===== config.mk =====
export PLATFORM = sky130hd
export DESIGN_NAME = adc_stream_packer_flat
export DESIGN_NICKNAME = d
export VERILOG_FILES = /design/src/rtl/adc_stream_packer_if.sv /design/src/rtl/adc_stream_packer.sv /design/src/flat_wrapper.sv
export SDC_FILE = /design/constraint.sdc
export NUM_CORES = 2
export LEC_CHECK = 0
export ABC_AREA = 1
export CORE_UTILIZATION = 45
export CTS_BUF_LIST = sky130_fd_sc_hd__clkbuf_4 sky130_fd_sc_hd__clkbuf_8
export DETAILED_ROUTE_END_ITERATION = 10
export DONT_BUFFER_PORTS = 1
export HOLD_SLACK_MARGIN = 0.08
export PLACE_DENSITY = 0.61
export SYNTH_ARGS = -nofsm -noshare
export SYNTH_HDL_FRONTEND = slang
export SYNTH_SLANG_ARGS = --single-unit

===== constraint.sdc =====
create_clock -name trn_clk -period 6.22 [get_ports trn_clk]
set_clock_uncertainty 0.15 [all_clocks]
set_input_delay 0.311 -clock trn_clk [delete_from_list [all_inputs] [get_ports trn_clk]]
set_output_delay 0.311 -clock trn_clk [all_outputs]
set_load 0.005 [all_outputs]

===== src/rtl/adc_stream_packer_if.sv =====
// rtl/adc_stream_packer_if.sv - FIFO write-port interface for adc_stream_packer
//
// Purpose: groups the external FIFO write handshake.
// Signals:
//   fifo_wr_en  write strobe (driven by the packer)
//   fifo_din    32-bit write data (driven by the packer)
//   fifo_full   FIFO full / backpressure (driven by the FIFO)
// Modports: master = packer side, slave = FIFO side.
interface adc_stream_packer_if;
  logic        fifo_wr_en;
  logic [31:0] fifo_din;
  logic        fifo_full;

  modport master (output fifo_wr_en, output fifo_din, input fifo_full);
  modport slave  (input fifo_wr_en, input fifo_din, output fifo_full);
endinterface


===== src/rtl/adc_stream_packer.sv =====
// rtl/adc_stream_packer.sv - ADC snapshot, offset correction and FIFO word packer
//
// Purpose: on each accepted ADC sample, snapshots N_CH channels minus per-channel
// offsets (saturated), optionally prepends a timestamp header and writes the packet
// as byte-swapped 32-bit words to an external FIFO with backpressure.
// Ports:
//   trn_clk, pio_reset_n        clock, asynchronous active-low reset
//   stream_on, new_sample       streaming enable (level), sample strobe (pulse)
//   time_counter, adc_chop_dly  header timestamp and chop flag, captured per sample
//   adc_data                    flat channel bus, channel k at [k*ADC_W +: ADC_W]
//   pack_mode, hdr_en           0: two 16-bit channels/word, 1: one channel/word; header enable
//   int_decimate                decimation factor
//   reg_wrt_en/offset/data      offset register write port
//   fifo                        FIFO write port (master modport)
//   overrun, sample_cnt         sticky dropped-sample flag, packets started
module adc_stream_packer #(
  parameter int N_CH  = 32,
  parameter int ADC_W = 18,
  parameter int DEC_W = 16
) (
  input  logic                    trn_clk,
  input  logic                    pio_reset_n,
  input  logic                    stream_on,
  input  logic                    new_sample,
  input  logic [31:0]             time_counter,
  input  logic [N_CH*ADC_W-1:0]   adc_data,
  input  logic                    adc_chop_dly,
  input  logic                    pack_mode,
  input  logic                    hdr_en,
  input  logic [DEC_W-1:0]        int_decimate,
  input  logic                    reg_wrt_en,
  input  logic [15:0]             reg_offset,
  input  logic [31:0]             reg_data,
  adc_stream_packer_if.master     fifo,
  output logic                    overrun,
  output logic [31:0]             sample_cnt
);

  localparam int IW = $clog2(N_CH);
  localparam logic [IW-1:0] LAST0 = IW'(N_CH/2 - 1);
  localparam logic [IW-1:0] LAST1 = IW'(N_CH - 1);

  typedef enum logic [1:0] {S_IDLE, S_CAPTURE, S_HEADER, S_DATA} state_t;

  state_t             r_state, w_state_nxt;
  logic [ADC_W-1:0]   r_off  [N_CH];
  logic [ADC_W-1:0]   r_snap [N_CH];
  logic               r_stream_d;
  logic [DEC_W-1:0]   r_dec;
  logic [DEC_W-1:0]   r_dec_cnt;
  logic               r_mode;
  logic               r_hdr;
  logic [31:0]        r_time;
  logic               r_chop;
  logic [IW-1:0]      r_ptr;
  logic               r_overrun;
  logic [31:0]        r_sample_cnt;

  logic               w_rise;
  logic               w_pulse;
  logic               w_dec_bypass;
  logic [DEC_W-1:0]   w_dec_base;
  logic [DEC_W-1:0]   w_dec_nxt;
  logic               w_accept;
  logic               w_last;
  logic               w_valid;
  logic               w_write;
  logic [31:0]        w_word;
  logic [31:0]        w_data_word;
  logic [IW-1:0]      w_idx_lo;
  logic [IW-1:0]      w_idx_hi;
  logic               w_unused_ok;

  // Upper reg_data bits are beyond the offset width and intentionally dropped.
  assign w_unused_ok = &{1'b0, reg_data};

  function automatic logic [ADC_W-1:0] sat_sub(input logic [ADC_W-1:0] a,
                                               input logic [ADC_W-1:0] b);
    logic [ADC_W:0] d;
    d = {a[ADC_W-1], a} - {b[ADC_W-1], b};
    // Top two bits disagree -> result left the ADC_W signed range.
    if (d[ADC_W] != d[ADC_W-1])
      sat_sub = d[ADC_W] ? {1'b1, {(ADC_W-1){1'b0}}} : {1'b0, {(ADC_W-1){1'b1}}};
    else
      sat_sub = d[ADC_W-1:0];
  endfunction

  // Stream start and decimation. A rising stream_on restarts the count so the
  // first pulse of a new stream is always accepted.
  assign w_rise       = stream_on & ~r_stream_d;
  assign w_pulse      = stream_on & new_sample;
  assign w_dec_bypass = (r_dec <= DEC_W'(1));
  assign w_dec_base   = w_rise ? '0 : r_dec_cnt;
  assign w_accept     = w_pulse & (w_dec_bypass | (w_dec_base == '0));

  always_comb begin
    w_dec_nxt = w_dec_base;
    if (w_pulse) begin
      if (w_dec_bypass || (w_dec_base == r_dec - DEC_W'(1)))
        w_dec_nxt = '0;
      else
        w_dec_nxt = w_dec_base + DEC_W'(1);
    end
  end

  assign w_last   = r_mode ? (r_ptr == LAST1) : (r_ptr == LAST0);
  assign w_idx_lo = r_ptr << 1;
  assign w_idx_hi = w_idx_lo | IW'(1);

  always_comb begin
    w_data_word = '0;
    if (r_mode) begin
      w_data_word = 32'($signed(r_snap[r_ptr]));
    end else begin
      w_data_word = {r_snap[w_idx_hi][ADC_W-1 -: 16], r_snap[w_idx_lo][ADC_W-1 -: 16]};
      if (w_last)
        w_data_word[16] = r_chop;
    end
  end

  always_comb begin
    w_state_nxt = r_state;
    w_valid     = 1'b0;
    w_word      = '0;
    case (r_state)
      S_IDLE:    if (w_accept) w_state_nxt = S_CAPTURE;
      S_CAPTURE: w_state_nxt = r_hdr ? S_HEADER : S_DATA;
      S_HEADER: begin
        w_valid = 1'b1;
        w_word  = r_time;
        if (!fifo.fifo_full) w_state_nxt = S_DATA;
      end
      S_DATA: begin
        w_valid = 1'b1;
        w_word  = w_data_word;
        if (!fifo.fifo_full && w_last) w_state_nxt = S_IDLE;
      end
      default: w_state_nxt = S_IDLE;
    endcase
    // Dropping stream_on abandons any partial packet.
    if (!stream_on) w_state_nxt = S_IDLE;
  end

  assign w_write         = w_valid & ~fifo.fifo_full;
  assign fifo.fifo_wr_en = w_write;
  assign fifo.fifo_din   = {w_word[7:0], w_word[15:8], w_word[23:16], w_word[31:24]};
  assign overrun         = r_overrun;
  assign sample_cnt      = r_sample_cnt;

  always_ff @(posedge trn_clk or negedge pio_reset_n) begin
    if (!pio_reset_n) begin
      r_state      <= S_IDLE;
      r_stream_d   <= 1'b0;
      r_dec        <= '0;
      r_dec_cnt    <= '0;
      r_mode       <= 1'b0;
      r_hdr        <= 1'b0;
      r_time       <= '0;
      r_chop       <= 1'b0;
      r_ptr        <= '0;
      r_overrun    <= 1'b0;
      r_sample_cnt <= '0;
      for (int k = 0; k < N_CH; k++) begin
        r_off[k]  <= '0;
        r_snap[k] <= '0;
      end
    end else begin
      r_state    <= w_state_nxt;
      r_stream_d <= stream_on;
      r_dec_cnt  <= w_dec_nxt;

      for (int k = 0; k < N_CH; k++) begin
        if (reg_wrt_en && (reg_offset[15:6] == '0) && ({1'b0, reg_offset[5:0]} == 7'(k)))
          r_off[k] <= reg_data[ADC_W-1:0];
      end

      if (r_state == S_IDLE) begin
        r_mode <= pack_mode;
        r_hdr  <= hdr_en;
        r_dec  <= int_decimate;
        if (w_accept) begin
          r_time <= time_counter;
          r_chop <= adc_chop_dly;
        end
      end

      if (r_state == S_CAPTURE) begin
        for (int k = 0; k < N_CH; k++)
          r_snap[k] <= sat_sub(adc_data[k*ADC_W +: ADC_W], r_off[k]);
      end

      if (r_state != S_DATA)
        r_ptr <= '0;
      else if (w_write)
        r_ptr <= r_ptr + IW'(1);

      if (w_rise)
        r_overrun <= 1'b0;
      else if (w_accept && (r_state != S_IDLE))
        r_overrun <= 1'b1;

      if (w_rise)
        r_sample_cnt <= '0;
      else if (r_state == S_CAPTURE)
        r_sample_cnt <= r_sample_cnt + 32'd1;
    end
  end

endmodule

===== src/flat_wrapper.sv =====
// flat-port wrapper written by rule: the top's interface ports become plain ports
module adc_stream_packer_flat 
#(
  parameter int N_CH  = 32,
  parameter int ADC_W = 18,
  parameter int DEC_W = 16
)
  (trn_clk, pio_reset_n, stream_on, new_sample, time_counter, adc_data, adc_chop_dly, pack_mode, hdr_en, int_decimate, reg_wrt_en, reg_offset, reg_data, overrun, sample_cnt, fifo_fifo_wr_en, fifo_fifo_din, fifo_fifo_full);
  adc_stream_packer_if fifo_i ();
  input  logic trn_clk;
  input  logic pio_reset_n;
  input  logic stream_on;
  input  logic new_sample;
  input  logic [31:0] time_counter;
  input  logic [N_CH*ADC_W-1:0] adc_data;
  input  logic adc_chop_dly;
  input  logic pack_mode;
  input  logic hdr_en;
  input  logic [DEC_W-1:0] int_decimate;
  input  logic reg_wrt_en;
  input  logic [15:0] reg_offset;
  input  logic [31:0] reg_data;
  output logic overrun;
  output logic [31:0] sample_cnt;
  output wire logic [$bits(fifo_i.fifo_wr_en)-1:0] fifo_fifo_wr_en;
  output wire logic [$bits(fifo_i.fifo_din)-1:0] fifo_fifo_din;
  input wire logic [$bits(fifo_i.fifo_full)-1:0] fifo_fifo_full;
  assign fifo_fifo_wr_en = fifo_i.fifo_wr_en;
  assign fifo_fifo_din = fifo_i.fifo_din;
  assign fifo_i.fifo_full = fifo_fifo_full;
  adc_stream_packer #(.N_CH(N_CH), .ADC_W(ADC_W), .DEC_W(DEC_W)) u_core (.trn_clk(trn_clk), .pio_reset_n(pio_reset_n), .stream_on(stream_on), .new_sample(new_sample), .time_counter(time_counter), .adc_data(adc_data), .adc_chop_dly(adc_chop_dly), .pack_mode(pack_mode), .hdr_en(hdr_en), .int_decimate(int_decimate), .reg_wrt_en(reg_wrt_en), .reg_offset(reg_offset), .reg_data(reg_data), .fifo(fifo_i), .overrun(overrun), .sample_cnt(sample_cnt));
endmodule

**Word level (Yosys, flattened, before mapping)**

Index checks and enable logic that the tools add are counted.

- Register bits after elaboration: 1260
- Bits in latches: 0
- Memory bits (writable): 0
- ROM bits: 0
- Input port bits: 681
- Output and inout port bits: 66
- Memories kept: 0

- Add/sub/neg operators: 36
- Multipliers: 0
- Div/mod/pow operators: 0
- Order comparisons: 4
- Eq/ne operators: 73
- Shifts and indexed selects: 0
- Mux-type cells: 93
- Bitwise gates (word level): 10
- Reductions and logical operators: 48

Operator list:

| operator | number |
|---|---|
| $mux W18 | 70 |
| $sub A18 B18 Y19 | 32 |
| $bmux W18 S5 | 3 |
| $eq A6 B5 Y1 const B | 16 |
| $mux W32 | 3 |
| $pmux W32 S2 | 1 |
| $eq A6 B4 Y1 const B | 8 |
| $mux W16 | 3 |
| $logic_and A1 B1 Y1 | 35 |
| $add A32 B1 Y32 const B | 1 |
| $ne A1 B1 Y1 | 32 |
| $eq A6 B3 Y1 const B | 4 |
| $ge A6 B6 Y1 const B | 3 |
| $not A5 Y6 | 3 |
| $add A16 B1 Y16 const B | 1 |
| $eq A16 B16 Y1 | 1 |
| $le A16 B1 Y1 const B | 1 |
| $logic_not A16 Y1 | 1 |
| $sub A16 B1 Y16 const B | 1 |
| $eq A6 B2 Y1 const B | 2 |
| $logic_not A10 Y1 | 1 |
| $mux W5 | 2 |
| $mux W2 | 4 |
| $pmux W2 S4 | 1 |
| other kinds (21) | 35 |

**Logic depth before layout (Yosys ltp)**

- Depth in word-level cells: 9
- Mapped depth: 17

**Worst setup path before layout**

Ideal clock, no wire load.

- Path kind: register to register
- Start point: register u_core.r_off[522] (netlist name)
- End point: register u_core.r_snap[529] (netlist name)
- Setup time: 0.121 ns
- Arrival: 1.936 ns
- Required time: 5.949 ns
- Path slack: 4.013 ns
- Stages on the path, launching flop included: 12
- Path buffers: 1
- Cell sequence: dfrtp_1 ha_1 fa_1 inv_1 nand3_1 nand3_1 nand2_1 nand3_1 nand2_1 a21oi_4 buf_6 a21oi_1

- Cells in the longest elaborated chain, start to end: 3
- Elaborated cells on any way between the ends: 4
- Those cells by class: add/sub (1); eq/ne (1); mux (2)

RTL lines:

| element | line | source |
|---|---|---|
| from (decl) | adc_stream_packer.sv:46 | `logic [ADC_W-1:0] r_off [N_CH];` |
| from (signal, indexed assignment) | adc_stream_packer.sv:174 | `r_off[k] <= reg_data[ADC_W-1:0];` |
| $sub A18 B18 Y19 * | adc_stream_packer.sv:80 | `d = {a[ADC_W-1], a} - {b[ADC_W-1], b};` |
| $mux W18 or $ne A1 B1 Y1 (tied branches) | adc_stream_packer.sv:83, adc_stream_packer.sv:82 |  |
| $mux W18 * | adc_stream_packer.sv:82 | `if (d[ADC_W] != d[ADC_W-1])` |
| to (signal, indexed assignment) | adc_stream_packer.sv:189 | `r_snap[k] <= sat_sub(adc_data[k*ADC_W +: ADC_W], r_off[k]);` |
| to (decl) | adc_stream_packer.sv:47 | `logic [ADC_W-1:0] r_snap [N_CH];` |

Every way passes the cells marked *; elsewhere a longest branch is shown, timed or not.
A chain may end at the register's enable or synchronous reset.

**Worst setup path in the final report**

- Start point: register u_core.r_ptr[0]
- End point: output fifo_fifo_din[12]

- Cells in the longest elaborated chain, start to end: 6
- Elaborated cells on any way between the ends: 10
- Those cells by class: mux (8); bitwise (2)

RTL lines:

| element | line | source |
|---|---|---|
| from (decl) | adc_stream_packer.sv:55 | `logic [IW-1:0] r_ptr;` |
| from (signal assigned) | adc_stream_packer.sv:195 | `r_ptr <= r_ptr + IW'(1);` |
| $not A5 Y6 (on tied branches) | adc_stream_packer.sv:115, adc_stream_packer.sv:113 |  |
| $bmux W18 S5 (on tied branches) | adc_stream_packer.sv:115, adc_stream_packer.sv:113 |  |
| $mux W18 (on tied branches) (2 in a row) | adc_stream_packer.sv:115, adc_stream_packer.sv:113 |  |
| $mux W32 * | adc_stream_packer.sv:112 | `if (r_mode) begin` |
| $pmux W32 S2 * | adc_stream_packer.sv:125 | `case (r_state)` |
| to (decl) | flat_wrapper.sv:26 | `output wire logic [$bits(fifo_i.fifo_din)-1:0] fifo_fifo_din;` |

Every way passes the cells marked *; elsewhere a longest branch is shown, timed or not. The select of a mux whose other input is x is not followed.

==> summary.txt <==
Run status
  • Outcome: finished, final reports clean

Die
  • Row count: 167
  • Placeable core area: 207,900 um^2
  • Die Outline Area: 212,000 um^2
  • Num ports: 747
  • Starting density of the core: 0.4549
  • Die Width: 460.5 um
  • Chip height: 460.5 um

Global routing
  • Maximum number of pins on one net before global-route repair: 250
  • Initial antenna violation count: 135
  • GRT Residual Overflow: 0
  • Tot GR Track Use: 0.3889
  • First-pass GRT wire length: 620.5 mm
  • Vias in the first global route: 100.1k

Power and ir drop
  • Switching component of the power: 15.81 mW
  • Static leakage power: 56.69 nW
  • Combinational share of power: 0.415
  • VDD IR-drop max: 279.6 uV
  • Overall power consumption: 38.58 mW
  • Sequential power share: 0.338
  • Internal portion of total power: 22.77 mW
  • Switching power share of the total: 0.4098
  • Power per cell area: 311.9 nW/um^2
  • Relative contribution of the clock network to total power: 0.247

Clocking
  • Latest clock arrival within the worst-skew pair: 1.06 ns
  • Cts bufs inserted: 229
  • Number of levels the H-tree was split into: 4
  • Maximum buffer depth of the clock tree: 3
  • Hold-fix buffers at CTS: 2,179
  • CTS tree: yes
  • Sinks on Clock Net: 1,260
  • Setup Fix Bufs, Post-CTS: 0
  • Clk pin slew, worst setup/hold paths: 0.07 ns
  • Resized cells post-CTS: 0
  • Clock root buffer: clkbuf_8

Synthesis
  • Post-synthesis async set-or-reset flop share: 1.000
  • Net count after synthesis: 15.11k
  • Share of synthesized cell area in and, or, nand and nor gates: 0.3080
  • Unique cell type count in the Yosys netlist: 63
  • Post-synth EDFFs: 0
  • Main area contributors after synthesis: dfrtp_1 (33%), nand2_1 (17%), ha_1 (7.8%)
  • Seq/Total Area, Yosys: 0.3334
  • Mean post-synth cell area: 6.850 um^2
  • Compound-cell area share of the yosys netlist: 0.1436
  • Share of the synthesized area in the top cell type: 0.3334
  • Netlist area before placement: 94,580 um^2
  • Xor/xnor share of the synthesized area: 0.04000
  • Dominant combinational cell family by area after synthesis: simple AND/OR/NAND/NOR gates
  • Synthesis-stage register bit count: 1,260
  • Cell taking the most area after synthesis: dfrtp_1
  • Ys Warns: 0
  • Synthesized instance count: 13.81k
  • Synthesized-area fraction occupied by adder cells: 0.08429
  • Flip-flop cell with the highest count after synthesis: dfrtp_1
  • Multiplexer area fraction after synthesis: 0

Finish
  • Count of nets after finishing: 17.06k
  • Seq. cell area: 31,540 um^2
  • Fraction of layout cells with a size suffix above 1: 0.04696
  • Highest-count cells in the layout ignoring fill and taps: nand2_1 (4,166), dlygate4sd3_1 (2,179), inv_1 (1,522), nor2_1 (1,322), dfrtp_1 (1,256)
  • Final instance area: 123,700 um^2
  • Area added between synthesis and finish: 30.75%
  • Most frequent standard cell in the layout excluding fill and tap cells: nand2_1
  • Area of the multi-input gates: 54,490 um^2
  • Fill count: 19.45k

Route
  • Drt via density: 5.490
  • DR pass1 iterations: 9
  • Average wire length per cell after detail routing: 22.40 um
  • Iteration-0 DRC Markers: 10.67k
  • Detailed-route wire length: 421.3 mm
  • Number of vias in the routed layout: 103.3k
  • ANT nets after route: 0
  • Number of remaining DRC errors: 0

Run
  • Max-cap violations: 0

Setup path
  • Worst path arrival time: 4.98 ns
  • Kind of end point of the critical path: output pin
  • Max stage delay cell, worst path: buf_4
  • Required time of the worst setup path: 5.76 ns
  • Crit-path max FO: 112
  • Most frequent CP cell: nand2_1
  • Category of cells accounting for the largest share of critical-path delay: simple AND/OR/NAND/NOR gates
  • Crit Path Class: flop to output pin
  • CP Buf/Inv Count: 1
  • Cell chain of the critical path: buf_4 > nor2_1 > a21oi_1 > nand2_1 > nand3_1 > nand3_1 > nand3_1 > nand2_1 > nand2_1 > nand2_1 > nand2_1 > o21ai_0
  • Kind of start point of the critical path: flop
  • Max incr delay on CP: 0.90 ns

Timing
  • Max-slew headroom at the worst pin: 0.1081
  • Setup repair after global routing missed its margin: no
  • Transition time of the tightest slew-check pin: 1.324 ns
  • Final setup TNS: 0 ns
  • Total of endpoints with negative setup slack in the final report: 0
  • Fraction of the cycle the final worst path needs: 0.8753
  • Count of endpoints failing hold in the final timing report: 0
  • Worst hold slack across all endpoints: 0.1643 ns
  • Number of max-slew violations in the final report: 0
  • Timing-limited maximum frequency: 183.7 MHz
  • Minimum clock period after layout: 5.444 ns

Placed design
  • Final Wtd Congestion: 1.026
  • Buffers on Ports: 0
  • Placed Area: 96,190 um^2
  • HPWL after DPL: 305.2 mm

Hold path
  • Classification of the worst-slack hold path: input pin to flop
==> layer usage <==
| layer | vias to the layer above | global-route usage | routed length (um) |
|---|---|---|---|
| met5 | - | 0 | 411 |
| met4 | 64 | 0.1983 | 23950 |
| met3 | 1035 | 0.08668 | 38490 |
| met2 | 4290 | 0.6308 | 191000 |
| met1 | 49203 | 0.4833 | 167500 |
| li1 | 48699 | - | - |
==> synth_stat cells, types with 7 or more instances <==
cell / instances
nor4_1: 10
nor2_1: 1323
nor2_2: 14
a31oi_1: 128
a21oi_1: 1021
o221ai_1: 7
ha_1: 586
a21o_1: 69
clkbuf_1: 229
o31ai_1: 7
buf_1: 48
o21ai_0: 967
nand2_4: 7
nand2_2: 57
o21a_1: 9
a211o_1: 8
fa_1: 32
nand3_1: 1025
buf_2: 150
o22ai_1: 17
inv_1: 1542
o21ai_2: 7
dfrtp_1: 1260
and2_1: 7
xnor2_1: 191
buf_6: 51
nand3b_1: 30
a211oi_1: 21
a21oi_2: 10
nand3_2: 39
o21ai_1: 20
xor2_1: 241
nand2_1: 4166
a21oi_4: 19
nand4_1: 73
inv_2: 10
nor2_4: 22
o211ai_1: 66
nand4_4: 30
buf_4: 47
nor3_1: 120
o21bai_1: 79
==> sequential cells by signal, summed over array words and instances (netlist names) <==
| signal | flops |
|---|---|
| u_core.r_off | 576 |
| u_core.r_snap | 576 |
| u_core.r_time | 32 |
| u_core.sample_cnt | 32 |
| u_core.r_dec | 16 |
| u_core.r_dec_cnt | 16 |
| u_core.r_ptr | 5 |
| u_core.r_state | 2 |
| u_core.overrun | 1 |
| u_core.r_chop | 1 |
| u_core.r_hdr | 1 |
| u_core.r_mode | 1 |
| u_core.r_stream_d | 1 |
==> final timing paths <==
check	start	to	slack, ns	depth (start not counted)
worst min register to register	u_core.r_off[113]	u_core.r_off[113]	0.33	2
min in group asynchronous	pio_reset_n	u_core.r_off[71]	0.46	4
max in group asynchronous	pio_reset_n	u_core.r_snap[560]	1.83	8
worst max-delay path	u_core.r_ptr[0]	fifo_fifo_din[12]	0.78	12
worst max register to register	u_core.r_off[467]	u_core.r_snap[453]	0.89	16
worst min-delay path	reg_data[5]	u_core.r_off[401]	0.16	3
==> tightest hold or removal path, cell delays in order <==
cell and delay [ns]:
dlygate4sd3_1 0.58, inv_4 0.17, o21ai_0 0.23
==> kinds of logic (layout without fill, tap and decap cells) <==
group	count (synthesis)	after routing
AND/OR/NAND/NOR	6944	6944
AO/OA/AOI/OAI	2471	2471
buffers and inverters	2082	4224
flip-flops	1260	1260
adder cells (fa/ha/maj)	618	618
XOR/XNOR	432	432
other	0	77
==> stage by stage <==
step / std cells / utilization / worst slack [ns]
global placement: 16139 / 0.4627 / 1.736
CTS: 18736 / 0.5938 / 0.9316
global route: 18787 / 0.5945 / 0.5930
floorplan: 13807 / - / 4.013
detailed placement: 16139 / 0.4627 / 1.605
finish: 18814 / 0.5948 / 0.7757
==> power by group through the flow <==
stage	logic [mW]	registers, mW	clock network [mW]
CTS	15.4	12.9	9.59
global placement	10.8	13.0	0
detailed placement	10.9	13.0	0
floorplan	7.49	11.2	0
global route	17.3	13.0	9.96
finish	16.0	13.0	9.54
==> cell type report <==
class,instances,area share
antenna,77,0.001558
inverter,1555,0.04773
tap,2788,0.02821
multi-input combinational,10465,0.4406
timing repair buffer,2251,0.1828
sequential,1260,0.2551
clock inverter,69,0.007871
clock buffer,349,0.03621
(Power assumes the default switching activity.)
